## config.mk

```make
export PLATFORM = sky130hd
export DESIGN_NAME = mem_sequencer
export DESIGN_NICKNAME = d
export VERILOG_FILES = /design/src/rtl/lc3_mem_pkg.sv /design/src/rtl/reg_16.sv /design/src/rtl/mem_sequencer.sv
export SDC_FILE = /design/constraint.sdc
export NUM_CORES = 1
export LEC_CHECK = 0
export ABC_AREA = 1
export CORE_MARGIN = 2
export CORE_UTILIZATION = 40
export DETAILED_ROUTE_END_ITERATION = 8
export GPL_ROUTABILITY_DRIVEN = 0
export PLACE_DENSITY_LB_ADDON = 0.12
export SLEW_MARGIN = 5
export SYNTH_ARGS = -nofsm -noshare
export SYNTH_HDL_FRONTEND = slang
export SYNTH_SLANG_ARGS = --single-unit
```

## constraint.sdc

```tcl
create_clock -name Clk -period 1.5 [get_ports Clk]
set_input_delay 0.225 -clock Clk [delete_from_list [all_inputs] [get_ports Clk]]
set_output_delay 0.225 -clock Clk [all_outputs]
set_load 0.01 [all_outputs]
```

## src/rtl/lc3_mem_pkg.sv

```systemverilog
// Shared types and constants for the LC-3 memory access sequencer.
package lc3_mem_pkg;

  localparam int unsigned DefaultWaitStates = 2;
  localparam int unsigned CntWidth          = 4;

  typedef enum logic [1:0] {
    StIdle,
    StRead,
    StWrite,
    StAck
  } mem_state_e;

endpackage

```

## src/rtl/reg_16.sv

```systemverilog
// 16-bit load-enabled register with synchronous active-high clear.
module reg_16 (
  input  logic        Clk,
  input  logic        Reset,
  input  logic        Load,
  input  logic [15:0] D,
  output logic [15:0] Data_Out
);

  always_ff @(posedge Clk) begin
    if (Reset) begin
      Data_Out <= 16'h0000;
    end else if (Load) begin
      Data_Out <= D;
    end
  end

endmodule

```

## src/rtl/mem_sequencer.sv

```systemverilog
// Sequences one SRAM read or write per four-phase request from the control unit,
// stretching each access by WAIT_STATES extra cycles.
module mem_sequencer
  import lc3_mem_pkg::*;
#(
  parameter int unsigned WAIT_STATES = DefaultWaitStates
) (
  input  logic        Clk,
  input  logic        Reset_ah,
  input  logic        Req_Read,
  input  logic        Req_Write,
  input  logic [15:0] MAR,
  input  logic [15:0] MDR,
  input  logic [15:0] Mem_Data_In,
  output logic [15:0] Mem_Addr,
  output logic [15:0] Mem_Data_Out,
  output logic        Data_Drive,
  output logic        Mem_CE,
  output logic        Mem_OE,
  output logic        Mem_WE,
  output logic [15:0] MDR_In,
  output logic        R,
  output logic        Busy
);

  localparam logic [CntWidth-1:0] WaitInit = CntWidth'(WAIT_STATES);

  mem_state_e          r_state, w_state_next;
  logic [CntWidth-1:0] r_cnt, w_cnt_next;
  logic                w_start;
  logic                w_capture;

  // Latches load only on the IDLE exit edge, so later MAR/MDR changes are ignored.
  assign w_start   = (r_state == StIdle) && (Req_Read || Req_Write);
  assign w_capture = (r_state == StRead) && (r_cnt == '0);

  always_ff @(posedge Clk) begin
    if (Reset_ah) begin
      r_state <= StIdle;
      r_cnt   <= '0;
    end else begin
      r_state <= w_state_next;
      r_cnt   <= w_cnt_next;
    end
  end

  always_comb begin
    w_state_next = r_state;
    w_cnt_next   = r_cnt;
    case (r_state)
      StIdle: begin
        if (Req_Read) begin
          w_state_next = StRead;
          w_cnt_next   = WaitInit;
        end else if (Req_Write) begin
          w_state_next = StWrite;
          w_cnt_next   = WaitInit;
        end
      end
      StRead, StWrite: begin
        if (r_cnt == '0) begin
          w_state_next = StAck;
        end else begin
          w_cnt_next = r_cnt - CntWidth'(1);
        end
      end
      StAck: begin
        // Wait for the request to drop so one request yields exactly one access.
        if (!Req_Read && !Req_Write) begin
          w_state_next = StIdle;
        end
      end
      default: w_state_next = StIdle;
    endcase
  end

  always_comb begin
    Mem_CE     = 1'b1;
    Mem_OE     = 1'b1;
    Mem_WE     = 1'b1;
    Data_Drive = 1'b0;
    unique case (r_state)
      StRead: begin
        Mem_CE = 1'b0;
        Mem_OE = 1'b0;
      end
      StWrite: begin
        Mem_CE     = 1'b0;
        Mem_WE     = 1'b0;
        Data_Drive = 1'b1;
      end
      default: ;
    endcase
  end

  assign R    = (r_state == StAck);
  assign Busy = (r_state != StIdle);

  reg_16 u_addr_reg (
    .Clk      (Clk),
    .Reset    (Reset_ah),
    .Load     (w_start),
    .D        (MAR),
    .Data_Out (Mem_Addr)
  );

  reg_16 u_wdata_reg (
    .Clk      (Clk),
    .Reset    (Reset_ah),
    .Load     (w_start),
    .D        (MDR),
    .Data_Out (Mem_Data_Out)
  );

  reg_16 u_rdata_reg (
    .Clk      (Clk),
    .Reset    (Reset_ah),
    .Load     (w_capture),
    .D        (Mem_Data_In),
    .Data_Out (MDR_In)
  );

endmodule

```

# Yosys cells after proc, flatten, opt, wreduce, memory -nomap -nowiden
# Index checks and enable logic that the tools add are counted.
[classes] mux=13 n_reduce_logical=13 addsub=1 n_eq_ne=7
[ops] cell="4-bit 2-to-1 mux" count=3
[ops] cell="2-bit 2-to-1 mux" count=4
[ops] cell="4-bit one-hot mux with 2 select lines" count=1
[ops] cell="2-bit one-hot mux with 3 select lines" count=1
[ops] cell="3-bit AND reduction" count=2
[ops] cell="2-bit == test (second input constant)" count=2
[ops] cell="4-bit zero test" count=1
[ops] cell="1-bit 2-to-1 mux" count=4
[ops] cell="2-bit by 1-bit inequality test with 1-bit output (second input constant)" count=2
[ops] cell="2-bit nonzero test" count=2
[ops] cell="4-bit by 1-bit subtractor with 4-bit output (second input constant)" count=1
[ops] cell="1-bit logical AND" count=3
[ops] cell="3-bit inequality test (second input constant)" count=1
[ops] cell="2-bit by 1-bit == test with 1-bit output (second input constant)" count=1
[ops] cell="1-bit zero test" count=2
[ops] cell="2-bit zero test" count=1
[ops] cell="2-bit inequality test (second input constant)" count=1
[ops] cell="2-bit OR reduction" count=1
[ops] cell="1-bit logical OR" count=1
[word_totals] input_bits=52 reg_bits=54

# Depth between registers and ports, before layout
[logic_depth] depth_word=4 ltp_mapped=10 mapped_depth_nobuf=10

# By module
# Synthesis repeated with hierarchy kept, for this count alone.
[hier_totals] hier_cells=384 hier_area_um2=2522.4
[by_module_without_submodules] module="reg_16" instances=3 seq_area_each_um2=320.3 area_per_inst_um2=670.6 cells_each=101
[by_module_without_submodules] module="mem_sequencer" instances=1 seq_area_each_um2=120.1 area_per_inst_um2=510.5 cells_each=81

# Worst setup path before layout
# OpenSTA, ideal clock, no wires.
[synth_path] kind="register to register" startpoint="reg r_state[0]" endpoint="reg r_cnt[1]" required_ns=1.387 path_stages_with_launch=9 period_less_slack_ns=1.372 slack_ns=0.128 t_arrival_ns=1.260 path_buffers=1 setup_time_ns=0.113 path_cell_list="dfxtp_1 inv_1 ha_1 buf_2 nand3_1 nand2_2 inv_2 nor2_1 nor2_1"
[synth_between] elab_chain_len=4 elab_cells_between_ends=9 cone_classes="eq/ne (4); mux (1); reduce/logical (4)"
[synth_rtl] item="start: declaration" line_no="mem_sequencer.sv:28" rtl="mem_state_e r_state, w_state_next;"
[synth_rtl] item="start signal: assignment" line_no="mem_sequencer.sv:39" rtl="r_state <= StIdle;"
[synth_rtl] item="start signal: assignment" line_no="mem_sequencer.sv:42" rtl="r_state <= w_state_next;"
[synth_rtl] item="2-bit by 1-bit == test with 1-bit output or 2-bit == test (tied branches)" line_no="mem_sequencer.sv:50" rtl="case (r_state)"
[synth_rtl] item="2-bit OR reduction (no source line)"
[synth_rtl] item="2-bit inequality test (no source line) or 2-bit nonzero test (tied branches)"
[synth_rtl] item="3-bit AND reduction (no source line)"
[synth_rtl] item="end signal: assignment" line_no="mem_sequencer.sv:43" rtl="r_cnt <= w_cnt_next;"
[synth_rtl] item="end: declaration" line_no="mem_sequencer.sv:29" rtl="logic [CntWidth-1:0] r_cnt, w_cnt_next;"
# Parallel ways exist; a longest one is shown, timed or not.
# A chain may end at the register's enable or synchronous reset.

# Worst setup path after layout
[layout_path] startpoint="reg r_state[0]" endpoint="out R"
[layout_between] elab_chain_len=1
[layout_rtl] item="2-bit == test" line_no="mem_sequencer.sv:96" rtl="assign R = (r_state == StAck);"
[layout_rtl] item="end: declaration" line_no="mem_sequencer.sv:22" rtl="output logic R,"
# Every way passes these cells.

==> results by group <==
Critical path
  – Crit-path max cell delay: about 330 ps
  – Critical path capture point type: output port
  – CP required: 1270 ps
  – Critical path's top delay family: buffers and inverters
  – Cells along the critical path: buf_4, ha_1, clkdlybuf4s15_1
  – Worst setup startpoint: r_state[0]
  – CP Launch Type: flip-flop
  – Crit Path Max Fanout: 3
  – Crit path DAT: 1200 ps
  – CP max-delay cell: dfxtp_1
  – Worst path bufs/invs: 2
  – CP Class: flip-flop to output port
  – Worst r2r src: r_state[1]

Yosys
  – Yosys reg bits: 54
  – Syn Inst Count: 283
  – Yosys warning count: 0
  – Sequential area share after synthesis: 49.0%
  – Post-Syn Area: about 2200 um2
  – Syn_area_per_cell: 7.80 um2
  – Top cell type by total area after synthesis: dfxtp_1
  – Post-synth cell types: 23
  – Synth area leaders: dfxtp_1 (49%), nor2_1 (12%), o21ai_0 (6.8%), inv_1 (4.6%), o21ai_1 (4.3%)
  – Synth top area share: 49.0%
  – Syn nets: roughly 340

STA
  – Min Tclk post-route: 1430 ps
  – Worst Skew: 4.87 ps
  – Final worst setup slack: 72.1 ps
  – Number of max-slew violations in the final report: 0
  – Highest clock rate: 700 MHz
  – Final hold vios: 0
  – RSZ-0062 raised after global routing: false
  – Setup violators final: 0
  – Slew HR: 71.2%
  – Period utilisation layout: 95.2%
  – Worst-margin pin slew: 431 ps

Pwr
  – Pwr per Cell Area: ~1900 nW/um2
  – Sequential share of power: 33.6%
  – Switch share: 38.8%
  – Psw: approximately 2.5 mW
  – Combinational fraction of design power: approximately 55%
  – Maximum vdd ir drop: between 1 and 1.5 mV
  – Internal power: about 4 mW
  – P_leak: 1.41 nW
  – Clk pwr share: a little under an eighth
  – Tot Pwr: 6.56 mW

Final layout
  – Final cell count without fillers: 464
  – Ant. Diodes: 0
  – FF/Latch Area: 1080 um2
  – Most frequent cells in the layout: clkdlybuf4s50_1 (98), nor2_1 (70), dfxtp_1 (53)
  – Area Growth Syn to Fin: 55.8%
  – Commonest non-fill, non-tap cell in the layout: clkdlybuf4s50_1
  – Share of cells above drive strength 1: 9.95%
  – Fillers: between 400 and 500
  – Area of the multi-input gates: 922 um2
  – Layout net count: 450
  – Final Util: between 60% and 70%

GRT
  – Vias in the first global route: 1854
  – Initial antenna violation count: 0
  – First-pass GRT wire length: roughly 8600 um
  – Largest net degree at the start of global routing: 33
  – Congestion Overflow GR: 0
  – Total GRT Usage: 17.5%

Die
  – Core area: 5410 um2
  – Die height: 78.3 um
  – Initial Util: around 41%
  – Ports: 106
  – Total Die Area: approximately 6100 um2
  – Rows: 27
  – Die Wd: 78.3 um

Min path
  – Hold Startpoint: u_rdata_reg.Data_Out[2]
  – Type of the worst min-delay path: flip-flop to flip-flop

Place
  – PortBufs: 105
  – Dpl cells: 456
  – Detailed placement HPWL: 3690 um
  – Setup WS pre-CTS: -190 ps

CTS
  – Clock root cell: clkbuf_8
  – CTS sink count: 54
  – H-tree depth: 2
  – CTS Buffer Depth: 2
  – Worst-skew pair later-pin latency: 300 ps
  – Total CTS buffers: 5
  – Hold-fix buffers at CTS: 0
  – Worst-path clk slew: 90 ps
  – CTS tree: done

Drt
  – Residual DRC count: 0
  – Post-DR wirelength/cell: 11.6 um
  – Final ANT Viol Nets: 0
  – DRT Wirelength: 5360 um
  – Vias per inst: 4.44
  – Via count: 2062
  – Router iterations before antenna repair: 4
  – Drt first-iter violations: just under 90

Run status
  – Status: completed

Flow run
  – MaxCap Viol Count: 0
-- cells in the mapped netlist, drive strengths merged --
cell type and n:
buf 9, nand3 9, nor2 74, dfxtp 54, nand2 25, nand3b 1, clkbuf 5, a21oi 18
inv 30, bufbuf 1, o21ai 50, ha 6, o21bai 1
-- metal layers --
metal / wire length, um / global-route usage (%) / up-vias
met3: 339 / 4.14 / 7
met5: 0 / 0 / -
met2: 2520 / 29.7 / 58
met1: 2450 / 22.0 / 888
li1: - / - / 1109
met4: 46 / 5.79 / 0
-- state kept, by name, summed over array words and instances, names as in the netlist --
| signal | cells |
|---|---|
| r_cnt | 4 |
| u_addr_reg.Data_Out | 16 |
| u_rdata_reg.Data_Out | 16 |
| r_state | 2 |
| u_wdata_reg.Data_Out | 16 |
-- logic make-up after synthesis --
| group | Yosys count | share of synthesized area (%) |
|---|---|---|
| AO/OA/AOI/OAI | 69 | 16.3 |
| adder cells (fa/ha/maj) | 6 | 3.40 |
| buffers and inverters | 45 | 10.6 |
| flip-flops | 54 | 49.0 |
| AND/OR/NAND/NOR | 109 | 20.8 |
-- final cells by class --
class                   count  area share [%]
clock inverters             1           0.218
inverters                  30            3.27
repair buffers            116            33.5
flip-flops and latches     54            31.5
clock buffers               6            2.11
well taps                  72            2.62
multi-input cells         185            26.8
-- power by group through the flow --
stage          clock network, mW  registers, mW  logic, mW
2_1_floorplan                  0           2.45       1.84
3_3_place_gp                   0           2.21       3.57
3_5_place_dp                   0           2.24       3.62
4_1_cts                    0.796           2.21       3.60
5_1_grt                    0.855           2.27       3.98
6_report                   0.759           2.21       3.60
-- worst paths after layout --
check	end	slack (ps)	cells past startpoint
hold / removal	u_rdata_reg.Data_Out[2]	450	2
setup / recovery	R	70	3
hold reg to reg	u_rdata_reg.Data_Out[2]	450	2
setup reg to reg	r_cnt[3]	140	11
-- worst register-to-register path: stages (launching register included) --
cell     delay, ps
dfxtp_2        330
inv_1           70
ha_4           170
inv_2          130
buf_4          140
nand2_2         70
nand2_4        100
nand2_2         60
inv_2           70
nand2_2         50
inv_2           50
nor2_2          30
-- through the flow --
stage	TNS, ps	hold slack [ps]	cell area [um2]
floorplan	0	294	2210
global placement	-4580	430	3350
detailed placement	-5030	434	3350
CTS	-32.8	449	3430
global route	0	474	3440
finish	0	446	3440
-- repair_timing --
action,in CTS,in global routing
gates cloned,1,0
setup buffers,0,0
gates resized for setup,12,11
pin swaps,1,0
setup endpoints to repair,38,27
Note: power is estimated with default switching activity, not from simulation.
